[config.mk]
export PLATFORM = sky130hd
export DESIGN_NAME = mdu_issue_queue
export DESIGN_NICKNAME = d
export VERILOG_FILES = /design/src/rtl/mdu_pkg.sv /design/src/rtl/mdu_issue_queue_sync_fifo.sv /design/src/rtl/mdu_issue_queue.sv
export SDC_FILE = /design/constraint.sdc
export NUM_CORES = 1
export LEC_CHECK = 0
export CAP_MARGIN = 20
export CELL_PAD_IN_SITES_DETAIL_PLACEMENT = 2
export CELL_PAD_IN_SITES_GLOBAL_PLACEMENT = 2
export CORE_MARGIN = 2
export CORE_UTILIZATION = 30
export CTS_BUF_LIST = sky130_fd_sc_hd__clkbuf_4
export DETAILED_ROUTE_END_ITERATION = 16
export PLACE_DENSITY = 0.6
export REMOVE_ABC_BUFFERS = 1
export SYNTH_ARGS = -nofsm -noshare
export SYNTH_HDL_FRONTEND = slang
export SYNTH_SLANG_ARGS = --single-unit
export TNS_END_PERCENT = 30
[constraint.sdc]
create_clock -name clk -period 19.2 [get_ports clk]
set_input_delay 2.88 -clock clk [delete_from_list [all_inputs] [get_ports clk]]
set_output_delay 2.88 -clock clk [all_outputs]
set_load 0.02 [all_outputs]
[src/rtl/mdu_pkg.sv]
// mdu_pkg: MDU operation/MTHILO encodings and operand width shared by MDU, controller and issue queue
package mdu_pkg;
  localparam int WORD_W = 32;
  typedef enum logic [3:0] {
    OP_MULTU = 4'b0000,
    OP_MULT  = 4'b0001,
    OP_DIVU  = 4'b0010,
    OP_DIV   = 4'b0011,
    OP_MADDU = 4'b0100,
    OP_MADD  = 4'b0101,
    OP_MSUBU = 4'b0110,
    OP_MSUB  = 4'b0111,
    OP_NONE  = 4'b1111
  } mdu_op_e;
  typedef enum logic [1:0] {
    MTHILO_NONE = 2'b00,
    MTHILO_LO   = 2'b01,
    MTHILO_HI   = 2'b11
  } mthilo_e;
  // A request carrying neither an arithmetic op nor a HI/LO move does nothing
  function automatic logic is_null(input logic [3:0] op, input logic [1:0] mthilo);
    return op[3] && (mthilo == MTHILO_NONE);
  endfunction
endpackage

[src/rtl/mdu_issue_queue_sync_fifo.sv]
// sync_fifo: circular storage with wrapping pointers and registered occupancy
module sync_fifo #(
  parameter int DEPTH = 4,
  parameter int W = 8
) (
  input  logic                     clk,
  input  logic                     reset,
  input  logic                     i_push,
  input  logic                     i_pop,
  input  logic [W-1:0]             i_data,
  output logic [W-1:0]             o_data,
  output logic [$clog2(DEPTH):0]   o_count,
  output logic                     o_full,
  output logic                     o_empty
);
  localparam int AW = $clog2(DEPTH);
  localparam int CW = AW + 1;
  logic [W-1:0]  r_mem [DEPTH];
  logic [AW-1:0] r_wr, r_rd;
  logic [CW-1:0] r_count;
  always_ff @(posedge clk) begin
    if (reset) begin
      r_wr <= '0;
      r_rd <= '0;
      r_count <= '0;
    end else begin
      if (i_push) r_wr <= r_wr + 1'b1;
      if (i_pop) r_rd <= r_rd + 1'b1;
      r_count <= r_count + CW'(i_push) - CW'(i_pop);
    end
  end
  always_ff @(posedge clk) begin
    if (i_push && !reset) r_mem[r_wr] <= i_data;
  end
  assign o_data  = r_mem[r_rd];
  assign o_count = r_count;
  assign o_full  = r_count == CW'(DEPTH);
  assign o_empty = r_count == '0;
endmodule

[src/rtl/mdu_issue_queue.sv]
// mdu_issue_queue: in-order buffer between EX and the MDU; drops null requests, issues head when MDU idle
module mdu_issue_queue #(
  parameter int DEPTH = 4,
  parameter int WORD_W = mdu_pkg::WORD_W
) (
  input  logic                     clk,
  input  logic                     reset,
  input  logic                     in_valid,
  output logic                     in_ready,
  input  logic [3:0]               in_op,
  input  logic [1:0]               in_mthilo,
  input  logic [WORD_W-1:0]        in_a,
  input  logic [WORD_W-1:0]        in_b,
  input  logic                     mdu_busy,
  output logic                     out_valid,
  output logic [3:0]               out_op,
  output logic [1:0]               out_mthilo,
  output logic [WORD_W-1:0]        out_a,
  output logic [WORD_W-1:0]        out_b,
  output logic                     hilo_pending,
  output logic [$clog2(DEPTH):0]   count
);
  import mdu_pkg::*;
  localparam int EW = 6 + 2 * WORD_W;
  logic [EW-1:0] w_head;
  logic          w_full, w_empty, w_push;
  // Full queue never accepts, even if the head leaves on the same edge
  assign in_ready     = ~w_full;
  assign w_push       = in_valid & in_ready & ~is_null(in_op, in_mthilo);
  assign out_valid    = ~w_empty & ~mdu_busy;
  assign hilo_pending = ~w_empty | mdu_busy;
  assign out_op       = out_valid ? w_head[EW-1 -: 4] : OP_NONE;
  assign out_mthilo   = out_valid ? w_head[EW-5 -: 2] : MTHILO_NONE;
  assign out_a        = out_valid ? w_head[2*WORD_W-1 -: WORD_W] : '0;
  assign out_b        = out_valid ? w_head[WORD_W-1:0] : '0;
  sync_fifo #(.DEPTH(DEPTH), .W(EW)) u_fifo (
    .clk(clk),
    .reset(reset),
    .i_push(w_push),
    .i_pop(out_valid),
    .i_data({in_op, in_mthilo, in_a, in_b}),
    .o_data(w_head),
    .o_count(count),
    .o_full(w_full),
    .o_empty(w_empty)
  );
endmodule

# Word level (Yosys, flattened, before mapping)
# Memory sizes are Yosys's and may differ from the RTL's. A register that Yosys moved wholly into a read port is not among the register bits.
# Cells that the tools add are included.
[totals]
register_bits = 7
mem_bits_rw = 280
input_bits = 74
output_inout_bits = 76
word_cells = 30
memories = 1
[classes]
addsub = 4
n_eq_ne = 1
muxes = 8
n_bitwise = 8
n_reduce_logical = 5
[memory_table]
columns = ["memory", "depth", "width", "read_ports", "rd_ports_with_merged_regs", "wr", "line_no", "rtl"]
rows = [
  ["u_fifo.r_mem", 4, 70, 1, 1, 1, "mdu_issue_queue_sync_fifo.sv:18", "logic [W-1:0] r_mem [DEPTH];"],
]
[ops]
columns = ["operator", "n"]
rows = [
  ["32-bit two-way mux", 2],
  ["2-bit two-way mux", 3],
  ["2-bit by 1-bit adder with 2-bit output (second input constant)", 2],
  ["4-bit two-way mux", 1],
  ["1-bit NOT", 4],
  ["3-bit by 1-bit adder with 3-bit output", 1],
  ["1-bit AND", 3],
  ["3-bit == test (second input constant)", 1],
  ["3-bit zero test", 1],
  ["3-bit by 1-bit subtractor with 3-bit output", 1],
  ["1-bit logical AND", 2],
  ["2-bit zero test", 1],
  ["1-bit two-way mux", 2],
  ["1-bit zero test", 1],
  ["1-bit bitwise OR", 1],
]

# Logic depth before layout (Yosys ltp)
[logic_depth]
depth_word = 7
ltp_mapped = 11
mapped_depth_nobuf = 11

# By module
# Synthesis repeated with hierarchy kept, for this count alone.
[hier_totals]
cells_unflattened = 492
area_unflattened_um2 = 11151.9
[modules_own_cells]
columns = ["module", "instances", "cells_each", "area_per_inst_um2", "seq_area_each_um2"]
rows = [
  ["sync_fifo", 1, 410, 10623.9, 8588.2],
  ["mdu_issue_queue", 1, 82, 528.0, 0.0],
]

# Least setup slack after synthesis
# OpenSTA, ideal clock, no wires.
[synth_timing]
path_type = "input to register"
startpoint = "input port in_op[3]"
endpoint = "memory u_fifo.r_mem[0][0] (netlist bit), enable pin"
setup_time_ps = 599
t_arrival_ps = 8482
required_time_ps = 18601
path_slack_ps = 10120
stages = 4
n_path_buf = 0
path_cell_list = "or3b_2 and3_1 inv_1 nor3b_1"
[synth_via]
elab_chain_len = 6
[synth_rtl]
columns = ["item", "line_no", "rtl"]
rows = [
  ["from (decl)", "mdu_issue_queue.sv:10", "input logic [3:0] in_op,"],
  ["1-bit logical AND", "mdu_pkg.sv:22", "return op[3] && (mthilo == MTHILO_NONE);"],
  ["1-bit NOT", "mdu_issue_queue.sv:29", "assign w_push = in_valid & in_ready & ~is_null(in_op, in_mthilo);"],
  ["1-bit AND", "mdu_issue_queue.sv:29", ""],
  ["1-bit logical AND", "mdu_issue_queue_sync_fifo.sv:33", "if (i_push && !reset) r_mem[r_wr] <= i_data;"],
  ["1-bit two-way mux", "mdu_issue_queue_sync_fifo.sv:33", ""],
  ["1-bit two-way mux (implied by the code)", "mdu_issue_queue_sync_fifo.sv:33", ""],
  ["to (decl)", "mdu_issue_queue_sync_fifo.sv:18", ""],
]
# Every way passes these cells.

# Final worst setup path
[layout_timing]
startpoint = "input port mdu_busy"
endpoint = "output port out_a[12]"
[layout_via]
elab_chain_len = 3
[layout_rtl]
columns = ["item", "line_no", "rtl"]
rows = [
  ["from (decl)", "mdu_issue_queue.sv:14", "input logic mdu_busy,"],
  ["1-bit NOT", "mdu_issue_queue.sv:30", "assign out_valid = ~w_empty & ~mdu_busy;"],
  ["1-bit AND", "mdu_issue_queue.sv:30", ""],
  ["32-bit two-way mux", "mdu_issue_queue.sv:34", "assign out_a = out_valid ? w_head[2*WORD_W-1 -: WORD_W] : '0;"],
  ["to (decl)", "mdu_issue_queue.sv:18", "output logic [WORD_W-1:0] out_a,"],
]
# Every way passes these cells.

==> run metrics <==
crit path DAT a little over 5 ns; number of buffers added by the clock tree synthesis step 78; pre-CTS setup slack 11.07 ns; max-capacitance violation count 0; all-layer global routing usage ~14%; Via density 4.584; total global routing overflow 0; net switching power of the design approximately 0.00046 W; internal power summed over all cells 0.001236 W; share of the clock period used by the worst path 41.98%; Setup TNS Final 0 ns; Die Area ~38000 sq um; Resized cells post-CTS 0; Yosys warning count 0; kind of end point of the critical path output pin; Routed Antenna Nets 0; Setup Buffers After CTS 0; sequential fraction of the synthesis area between 70 and 80%; antenna violations before repair 2; Worst Path Max Fanout 56; setup repair after global routing missed its margin false; total length of routed wires around 25 mm; Clock Pin Slew Worst Setup and Hold Paths 0.07 ns; fraction of synthesized cell area in xor and xnor cells 0.07937%; critical path, cell by cell clkdlybuf4s50_1 > nor2_4 > buf_4 > and2_1 > clkdlybuf4s50_1; H-tree Lvls 3; share of post-route cells with drive strength above 1 29.09%; Crit path top cell by count clkdlybuf4s50_1; startpoint class of the critical path primary input; Achievable Freq between 100 and 150 MHz; Worst Hold Class reg2reg; worst setup slack after layout roughly 11 ns; async set-reset flop share out of synthesis 0%; Setup violations, final 0; dominant cells by area after synthesis edfxtp_1 (76%), mux4_2 (14%), and2_1 (3.8%); Avg Inst Size Synth 22.25 sq um; buffers from clock root to sink, at most 3; Compound-Gate Fraction of Synth Area 0.2495%; area growth from synthesis to layout 28.35%; maximum number of pins on one net before global-route repair 57; share of synthesized cell area in full adder, half adder and majority cells less than 1%; number of global-route vias before repair 6747; Initial Util between 30% and 40%; worst stage delay on the critical path 0.61 ns; Power per Cell Area 119.4 nW/um^2; DRC marker count from the first detailed-route iteration 208; Skew-Pair Late Insertion Delay 0.69 ns; top post-synthesis cells by count edfxtp_1 (280), mux4_2 (70), and2_1 (67), clkbuf_1 (16), dfxtp_1 (9); maximum clock skew at final layout 0.04883 ns; CTS Hold Bufs 0; Seq cells post-synth 289; DRC errors left 0; highest-delay cell along the critical path clkdlybuf4s50_1; slew of the pin with the lowest slew margin 0.8202 ns; first-pass GRT wire length a little under 40 mm; most frequent cell after synthesis edfxtp_1; Sink Count between 200 and 300; proportion of synthesized area in mux cells between 10 and 15%; routed length per placed instance 20.41 um; final-report max-slew violation count 0; post-synth top area share between 70 and 80%; result of the run completed; library cell with the largest summed area after synthesis edfxtp_1; largest family of logic cells by synthesized area multiplexers; combinational share of power approximately 22%; max-slew headroom at the worst pin 45.32%; first-pass detailed-route iteration total 4; Static Leakage 4.562 nW; classification of the worst setup path in2out; synthesized cell area 11030 sq um; simple-gate area share of the yosys netlist 5.227%; Placement Rows 70; number of nets at the end of the flow 792; floorplan die width 195.8 um; power share of the clock group 32.8%; Gate Count Post-Synth 496; fin crit period roughly 8 ns; TritonCTS clock tree yes; sequential share of power 45.2%; top-level port count 150; Top FF cell, synth edfxtp_1; final estimated routing congestion in global placement 0.6593; data required time at the worst endpoint 16.32 ns; number of library cell types mapped by synthesis 27; area of the placeable core 36430 sq um; die height 195.8 um; worst-case vdd ir drop 0.00006966 V; buffer type at the clock tree root clkbuf_4; number of enable-type register cells in the synthesized netlist 280; number of buffer cells added on primary ports roughly 150; half-perimeter wire length after detailed placement 14.94 mm; Hold Fails Final Rpt 0; via count 5679; share of total power consumed by net switching 26.94%
flip-flops by register name, summed over array words and instances (netlist names), named ones only:
name / count
u_fifo.o_count: 3
u_fifo.r_mem: 280
u_fifo.r_rd: 2
u_fifo.r_wr: 2
cell usage in the layout, fill, tap and decap left out:
cell / n
a21oi_1: 3
dfxtp_4: 2
o21ai_0: 1
nor3_1: 1
fa_1: 1
diode_2: 1
clkdlybuf4s50_1: 149
or3b_1: 1
clkinv_1: 6
o31ai_1: 1
dfxtp_1: 7
nor3_4: 1
or4_1: 1
nor2_4: 1
buf_16: 1
and2_1: 67
or3b_2: 1
ha_1: 6
and3_1: 1
edfxtp_1: 280
or3_1: 5
nor2b_1: 1
inv_2: 2
xor2_1: 1
nor3b_2: 4
clkinv_2: 3
buf_4: 10
mux4_2: 70
nor2_1: 4
nand2b_1: 3
clkbuf_4: 127
inv_1: 6
mux2_2: 1
mux2i_1: 1
bufinv_16: 1
through the flow:
| step | utilization [%] | area (sq um) | total power (W) | instances | hold slack [ns] |
|---|---|---|---|---|---|
| 2_1_floorplan | - | 10920 | 0.0009994 | 471 | 0.4455 |
| 3_3_place_gp | 35.97 | 13100 | 0.001150 | 1098 | 0.4571 |
| 3_5_place_dp | 36.04 | 13130 | 0.001162 | 1099 | 0.5087 |
| 4_1_cts | 38.86 | 14160 | 0.001735 | 1238 | 0.5223 |
| 5_1_grt | 38.87 | 14160 | 0.001791 | 1239 | 0.5621 |
| 6_report | 38.87 | 14160 | 0.001691 | 1239 | 0.5219 |
layer usage:
metal  GRT usage, %  routed length [um]  vias up
li1               -                   -     2495
met4          5.022                 442        2
met1          16.62               10510     2961
met5              0                  16        -
met2          23.40               12740      180
met3          4.367                1588       41
power groups by stage:
stage / clock network, W / logic (W) / registers, W
2_1_floorplan: 0 / 0.000211 / 0.000789
3_3_place_gp: 0 / 0.000369 / 0.000782
3_5_place_dp: 0 / 0.000382 / 0.000780
4_1_cts: 0.000583 / 0.000384 / 0.000767
5_1_grt: 0.000617 / 0.000404 / 0.000771
6_report: 0.000555 / 0.000372 / 0.000764
cell families (layout without fill, tap and decap cells):
logic type / after synthesis / in the layout
flops: 289 / 289
simple gates: 91 / 91
mux: 72 / 72
buf+inv: 31 / 305
fa+ha+maj: 7 / 7
compound gates: 5 / 5
xor+xnor: 1 / 1
other cells: 0 / 1
cell type report:
class | count | area [sq um]
Fill cell | 3473 | 22270
Sequential cell | 289 | 8596
Multi-Input combinational cell | 176 | 2333
Timing Repair Buffer | 160 | 1594
Clock buffer | 127 | 953.4
Tap cell | 468 | 585.6
Clock inverter | 12 | 75.07
Inverter | 6 | 22.52
Antenna cell | 1 | 2.502
path summary, 6_finish.rpt:
path                            cells after the start              start           endpoint  slack [ns]
worst max-delay path                                5           mdu_busy          out_a[12]       11.14
worst min-delay path                                2     u_fifo.r_rd[1]          flip-flop        0.52
worst max register to register                     11  u_fifo.o_count[1]  u_fifo.o_count[2]       16.45
worst min register to register                      2     u_fifo.r_rd[1]          flip-flop        0.52
worst max-delay path, delay by kind of cell:
kind	cells	cell delay (ns)
and+or+nand+nor	2	0.56
buffers and inverters	3	1.70
Power figures use the tool's default switching activity.
